--- src/rtl/spi_reg_bridge.sv ---
// SPI byte-stream command decoder driving a local 8-bit register file.
// Optional macro SPI_REG_AUTOINC_EN: auto-increment the pointer after every data byte.
module spi_reg_bridge #(
  parameter int          NUM_REGS  = 16,
  parameter logic [7:0]  RESET_VAL = 8'h00,
  parameter logic [7:0]  FILL_BYTE = 8'hFF
) (
  input  logic                    clk,
  input  logic                    rstn,
  input  logic                    cs_n,
  input  logic                    rx_valid,
  input  logic [7:0]              rx_byte,
  output logic [7:0]              tx_byte,
  output logic [8*NUM_REGS-1:0]   regs_o,
  output logic                    wr_pulse,
  output logic [6:0]              wr_addr,
  output logic                    err_o
);

`ifdef SPI_REG_AUTOINC_EN
  localparam logic AUTOINC = 1'b1;
`else
  localparam logic AUTOINC = 1'b0;
`endif

  localparam logic [7:0] NUM_REGS_W = 8'(NUM_REGS);
  localparam logic [6:0] LAST_ADDR  = 7'(NUM_REGS - 1);

  typedef enum logic [1:0] {IDLE, CMD, WDATA, RDATA} state_t;

  state_t                  state_reg, state_next;
  logic [6:0]              ptr_reg, ptr_next;
  logic [7:0]              tx_reg, tx_next;
  logic                    err_reg, err_next;
  logic                    wr_pulse_reg;
  logic [6:0]              wr_addr_reg;
  logic [8*NUM_REGS-1:0]   regs_reg;

  logic                    wr_en;
  logic [7:0]              wr_data;
  logic [NUM_REGS-1:0]     wr_sel;
  logic [6:0]              ptr_inc;
  logic [6:0]              ptr_adv;
  logic [6:0]              rd_addr;
  logic [7:0]              rd_data;
  logic                    rd_in_range;
  logic                    ptr_in_range;

  assign ptr_inc      = (ptr_reg == LAST_ADDR) ? 7'd0 : ptr_reg + 7'd1;
  assign ptr_adv      = AUTOINC ? ptr_inc : ptr_reg;
  // CMD reads the address straight off the wire; RDATA reads the (possibly advanced) pointer.
  assign rd_addr      = (state_reg == CMD) ? rx_byte[6:0] : ptr_adv;
  assign rd_in_range  = {1'b0, rd_addr} < NUM_REGS_W;
  assign ptr_in_range = {1'b0, ptr_reg} < NUM_REGS_W;
  // Reg 0 bit 7 is a write-one-to-clear strobe for err_o and never stored.
  assign wr_data      = (ptr_reg == 7'd0) ? {1'b0, rx_byte[6:0]} : rx_byte;

  always_comb begin
    rd_data = 8'h00;
    for (int i = 0; i < NUM_REGS; i++) begin
      if (rd_addr == 7'(i)) rd_data = regs_reg[8*i +: 8];
    end
  end

  generate
    for (genvar gi = 0; gi < NUM_REGS; gi++) begin : g_wr_sel
      assign wr_sel[gi] = wr_en && (ptr_reg == 7'(gi));
    end
  endgenerate

  always_comb begin
    state_next = state_reg;
    ptr_next   = ptr_reg;
    tx_next    = tx_reg;
    err_next   = err_reg;
    wr_en      = 1'b0;
    if (cs_n) begin
      state_next = IDLE;
      ptr_next   = 7'd0;
      tx_next    = FILL_BYTE;
    end else begin
      case (state_reg)
        IDLE: state_next = CMD;
        CMD: begin
          if (rx_valid) begin
            ptr_next = rx_byte[6:0];
            if (rx_byte[7]) begin
              state_next = RDATA;
              tx_next    = rd_in_range ? rd_data : 8'h00;
              if (!rd_in_range) err_next = 1'b1;
            end else begin
              state_next = WDATA;
              tx_next    = FILL_BYTE;
            end
          end
        end
        WDATA: begin
          if (rx_valid) begin
            ptr_next = ptr_adv;
            if (ptr_in_range) begin
              wr_en = 1'b1;
              if (ptr_reg == 7'd0 && rx_byte[7]) err_next = 1'b0;
            end else begin
              err_next = 1'b1;
            end
          end
        end
        RDATA: begin
          if (rx_valid) begin
            ptr_next = ptr_adv;
            tx_next  = rd_in_range ? rd_data : 8'h00;
            if (!rd_in_range) err_next = 1'b1;
          end
        end
        default: state_next = IDLE;
      endcase
    end
  end

  always_ff @(posedge clk) begin
    if (!rstn) begin
      state_reg    <= IDLE;
      ptr_reg      <= 7'd0;
      tx_reg       <= FILL_BYTE;
      err_reg      <= 1'b0;
      wr_pulse_reg <= 1'b0;
      wr_addr_reg  <= 7'd0;
      regs_reg     <= {NUM_REGS{RESET_VAL}};
    end else begin
      state_reg    <= state_next;
      ptr_reg      <= ptr_next;
      tx_reg       <= tx_next;
      err_reg      <= err_next;
      wr_pulse_reg <= wr_en;
      if (wr_en) wr_addr_reg <= ptr_reg;
      for (int i = 0; i < NUM_REGS; i++) begin
        if (wr_sel[i]) regs_reg[8*i +: 8] <= wr_data;
      end
    end
  end

  assign tx_byte  = tx_reg;
  assign regs_o   = regs_reg;
  assign wr_pulse = wr_pulse_reg;
  assign wr_addr  = wr_addr_reg;
  assign err_o    = err_reg;

endmodule
--- config.mk ---
export PLATFORM = sky130hd
export DESIGN_NAME = spi_reg_bridge
export DESIGN_NICKNAME = d
export VERILOG_FILES = /design/src/rtl/spi_reg_bridge.sv
export SDC_FILE = /design/constraint.sdc
export NUM_CORES = 1
export LEC_CHECK = 0
export BUFFER_PORTS_ARGS = -buffer_cell sky130_fd_sc_hd__buf_2
export CELL_PAD_IN_SITES_DETAIL_PLACEMENT = 1
export CELL_PAD_IN_SITES_GLOBAL_PLACEMENT = 2
export CORE_ASPECT_RATIO = 1.2
export CORE_MARGIN = 2
export CORE_UTILIZATION = 34
export CTS_BUF_LIST = sky130_fd_sc_hd__clkbuf_8
export DETAILED_ROUTE_END_ITERATION = 16
export PLACE_DENSITY_LB_ADDON = 0.2
export SYNTH_ARGS = -nofsm -noshare
export SYNTH_HDL_FRONTEND = slang
export SYNTH_SLANG_ARGS = --single-unit
--- constraint.sdc ---
create_clock -name clk -period 3 [get_ports clk]
set_input_delay 0.6 -clock clk [delete_from_list [all_inputs] [get_ports clk]]
set_output_delay 0.6 -clock clk [all_outputs]
set_load 0.1 [all_outputs]
==> results by group <==
Placement
  • Global placer's final weighted congestion: 0.856
  • Dpl cell area: 8620 sq um
  • IO buf count: 156
  • Detailed placer's ending HPWL: 23.0 mm

Finish
  • Share of layout cells above drive strength 1: 28.3%
  • Max reg flops: 128
  • # fillers: 2481
  • Nets: 986
  • Area Growth Syn to Fin: 24.8%
  • ANT cells: 0
  • Total area of multi-input combinational cells: 3880 sq um
  • Final Cell Area: 9040 sq um
  • Register area: 3080 sq um

Run
  • Max cap viols: 0

Timing
  • Hold Fails Final Rpt: 0
  • RSZ-0062 raised after global routing: no
  • Skew final: 0.0203 ns
  • Final period util: 90.7%
  • Final setup TNS: 0 ns
  • Endpoints failing setup: 0
  • Max frequency: 367 MHz
  • Worst Hold Slack: 0.427 ns
  • Slew HR: 50.8%
  • Slew Limit Fails: 0
  • Min cycle time layout: 2.72 ns
  • Least-Margin Pin Slew: 0.736 ns

Die
  • Num ports: 157
  • Die area: 22500 sq um
  • Die width: 137 um
  • Initial Util: 34.7%
  • FP Rows: 58
  • Core area: 20900 sq um
  • Chip height: 164 um

Worst setup path
  • CP Depth: 7
  • Worst Reg2Reg Path Length in Cells: 7
  • Max incr delay on CP: 0.53 ns
  • CP Class: reg2reg
  • Critical-path top delay cell: dfxtp_1
  • Worst Path Buf+Inv: 1
  • CP max FO: 9
  • Cell family with most CP delay: simple AND/OR/NAND/NOR gates
  • Critical-path cell list: nor2b_4 -> buf_4 -> and4_1 -> o21ai_1 -> nand3_1 -> or4_1 -> o221a_1
  • Required time of the critical path: 3.37 ns
  • Startpoint type of the worst setup path: flop
  • CP Capture Type: flop
  • Arrival time at the worst endpoint: 3.10 ns

Worst hold path
  • Min-delay worst type: in2reg
  • Hold Path Cell Cnt: 3

Synth
  • Synthesis warning total: 0
  • Synth cell types: 65
  • Synth Instances: 786
  • Seq/Total Area, Yosys: 42.6%
  • EDFF count, synth: 0
  • Post-synth top flop: dfxtp_1
  • Syn nets: 798
  • Async set or reset register ratio after synthesis: 0%
  • Netlist Area Pre-Place: 7240 sq um
  • Average size of a mapped cell: 9.21 sq um
  • #FFs+latches synth: 154

Power
  • P per Cell Area: 448 nW/um^2
  • Leak pwr: 3.60 nW
  • Worst vdd ir: 0.000240 V

Drt
  • Iteration-0 DRC Markers: 405
  • Final ANT Viol Nets: 0
  • Pre-Repair DR Iteration Count: 6
  • Vias: 6921
  • Post-Route WL: 30.1 mm
  • Post-route DRC: 0
  • WL/cell: 24.0 um
  • Vias per inst: 5.51

CTS
  • Root Driver: clkbuf_8
  • Postcts setup bufs: 0
  • CTS Buf Count: 17
  • CTS tree: done
  • H-tree levels: 4
  • CTS clk-pin slew, worst paths: 0.10 ns
  • Clk buf depth: 2
  • Clk_lat worst skew: 0.47 ns
  • Total clock sinks: 154

Global route
  • Initial antenna violation count: 0
  • Total Routing Usage GR: 27.4%
  • First-pass GRT wire length: 45.3 mm
  • Vias in the first global route: 7172
  • Largest net degree at the start of global routing: 83
  • Grt total ovfl: 0

Outcome
  • Status: completed
routing by layer:
layer,vias to the layer above,wire length [um],GRT usage (%)
met4,0,804,9.23
met1,3494,13700,36.6
met2,191,14500,45.2
met3,35,1200,3.73
li1,3201,-,-
met5,-,0,0
cell usage after synthesis (8+ instances only):
cell type / number / area [sq um]
dfxtp_1: 154 / 3080
nand2_1: 100 / 375
mux2i_1: 97 / 971
nor2b_1: 95 / 594
a21boi_0: 46 / 345
clkbuf_1: 35 / 131
a21oi_1: 23 / 115
nor2_1: 22 / 82.6
o21ai_0: 21 / 105
buf_2: 13 / 65.1
a22oi_1: 12 / 90.1
nand3_1: 11 / 55.1
o22ai_1: 11 / 68.8
inv_1: 10 / 37.5
a211oi_1: 9 / 67.6
a222oi_1: 9 / 90.1
and3_1: 8 / 50.1
nor2_2: 8 / 50.1
power breakdown:
group	total, mW	switching [mW]	internal [mW]
clock	1.71	0.862	0.851
combinational	0.279	0.184	0.0952
sequential	2.05	0.00558	2.05
total	4.04	1.05	2.99
stage by stage:
stage	util (%)	cells	power [mW]	setup slack, ns
3_5_place_dp	41.3	1225	2.38	-0.121
4_1_cts	43.2	1256	4.08	0.126
6_report	43.2	1256	4.04	0.279
3_3_place_gp	41.3	1225	2.37	-0.112
5_1_grt	43.2	1256	4.19	0.142
2_1_floorplan	-	786	2.27	0.539
path summary, 6_finish.rpt:
path | startpoint | end | slack [ns]
worst max-delay path | state_reg[1] | tx_byte[6] | 0.28
worst min register to register | err_o | err_o | 0.45
worst max register to register | state_reg[1] | tx_byte[6] | 0.28
worst min-delay path | rx_valid | state_reg[1] | 0.43
placed cells by master, fill, tap and decap left out, types with 6 or more instances in the layout:
cell and n:
clkbuf_8 18, o22ai_1 11, o21ai_0 21, a22oi_1 12, dfxtp_1 154, a222oi_1 9
nor2b_1 95, buf_2 156, nand2b_1 6, o211ai_1 7, nor2_2 8, a21boi_0 45
a21oi_1 23, mux2i_1 97, a211oi_1 9, inv_1 11, nand2_1 100, buf_4 67
and3_1 8, nand3_1 11, nor2_1 22
repair_timing:
action                     in CTS  in global routing
hold buffers                    0                  0
setup endpoints to repair       0                  1
gates resized for setup         0                  1
cell type report:
cell class	count	area share [%]
multi-input cells	568	42.9
flip-flops and latches	154	34.1
repair buffers	223	14.2
well taps	270	3.74
clock buffers	18	2.74
clock inverters	13	1.86
inverters	10	0.415
cells by family after synthesis:
kind of cell           share of synthesized area, %
AOI/OAI and AO/OA                              19.1
buffers and inverters                          3.85
DFF                                            42.6
muxes                                          13.9
and+or+nand+nor                                20.6
worst register-to-register path, delay by kind of cell (launching register included):
kind	cells	cell delay, ns
AOI/OAI and AO/OA	2	0.75
buffers and inverters	1	0.18
and+or+nand+nor	4	1.16
DFF	1	0.53
Power figures use the tool's default switching activity.
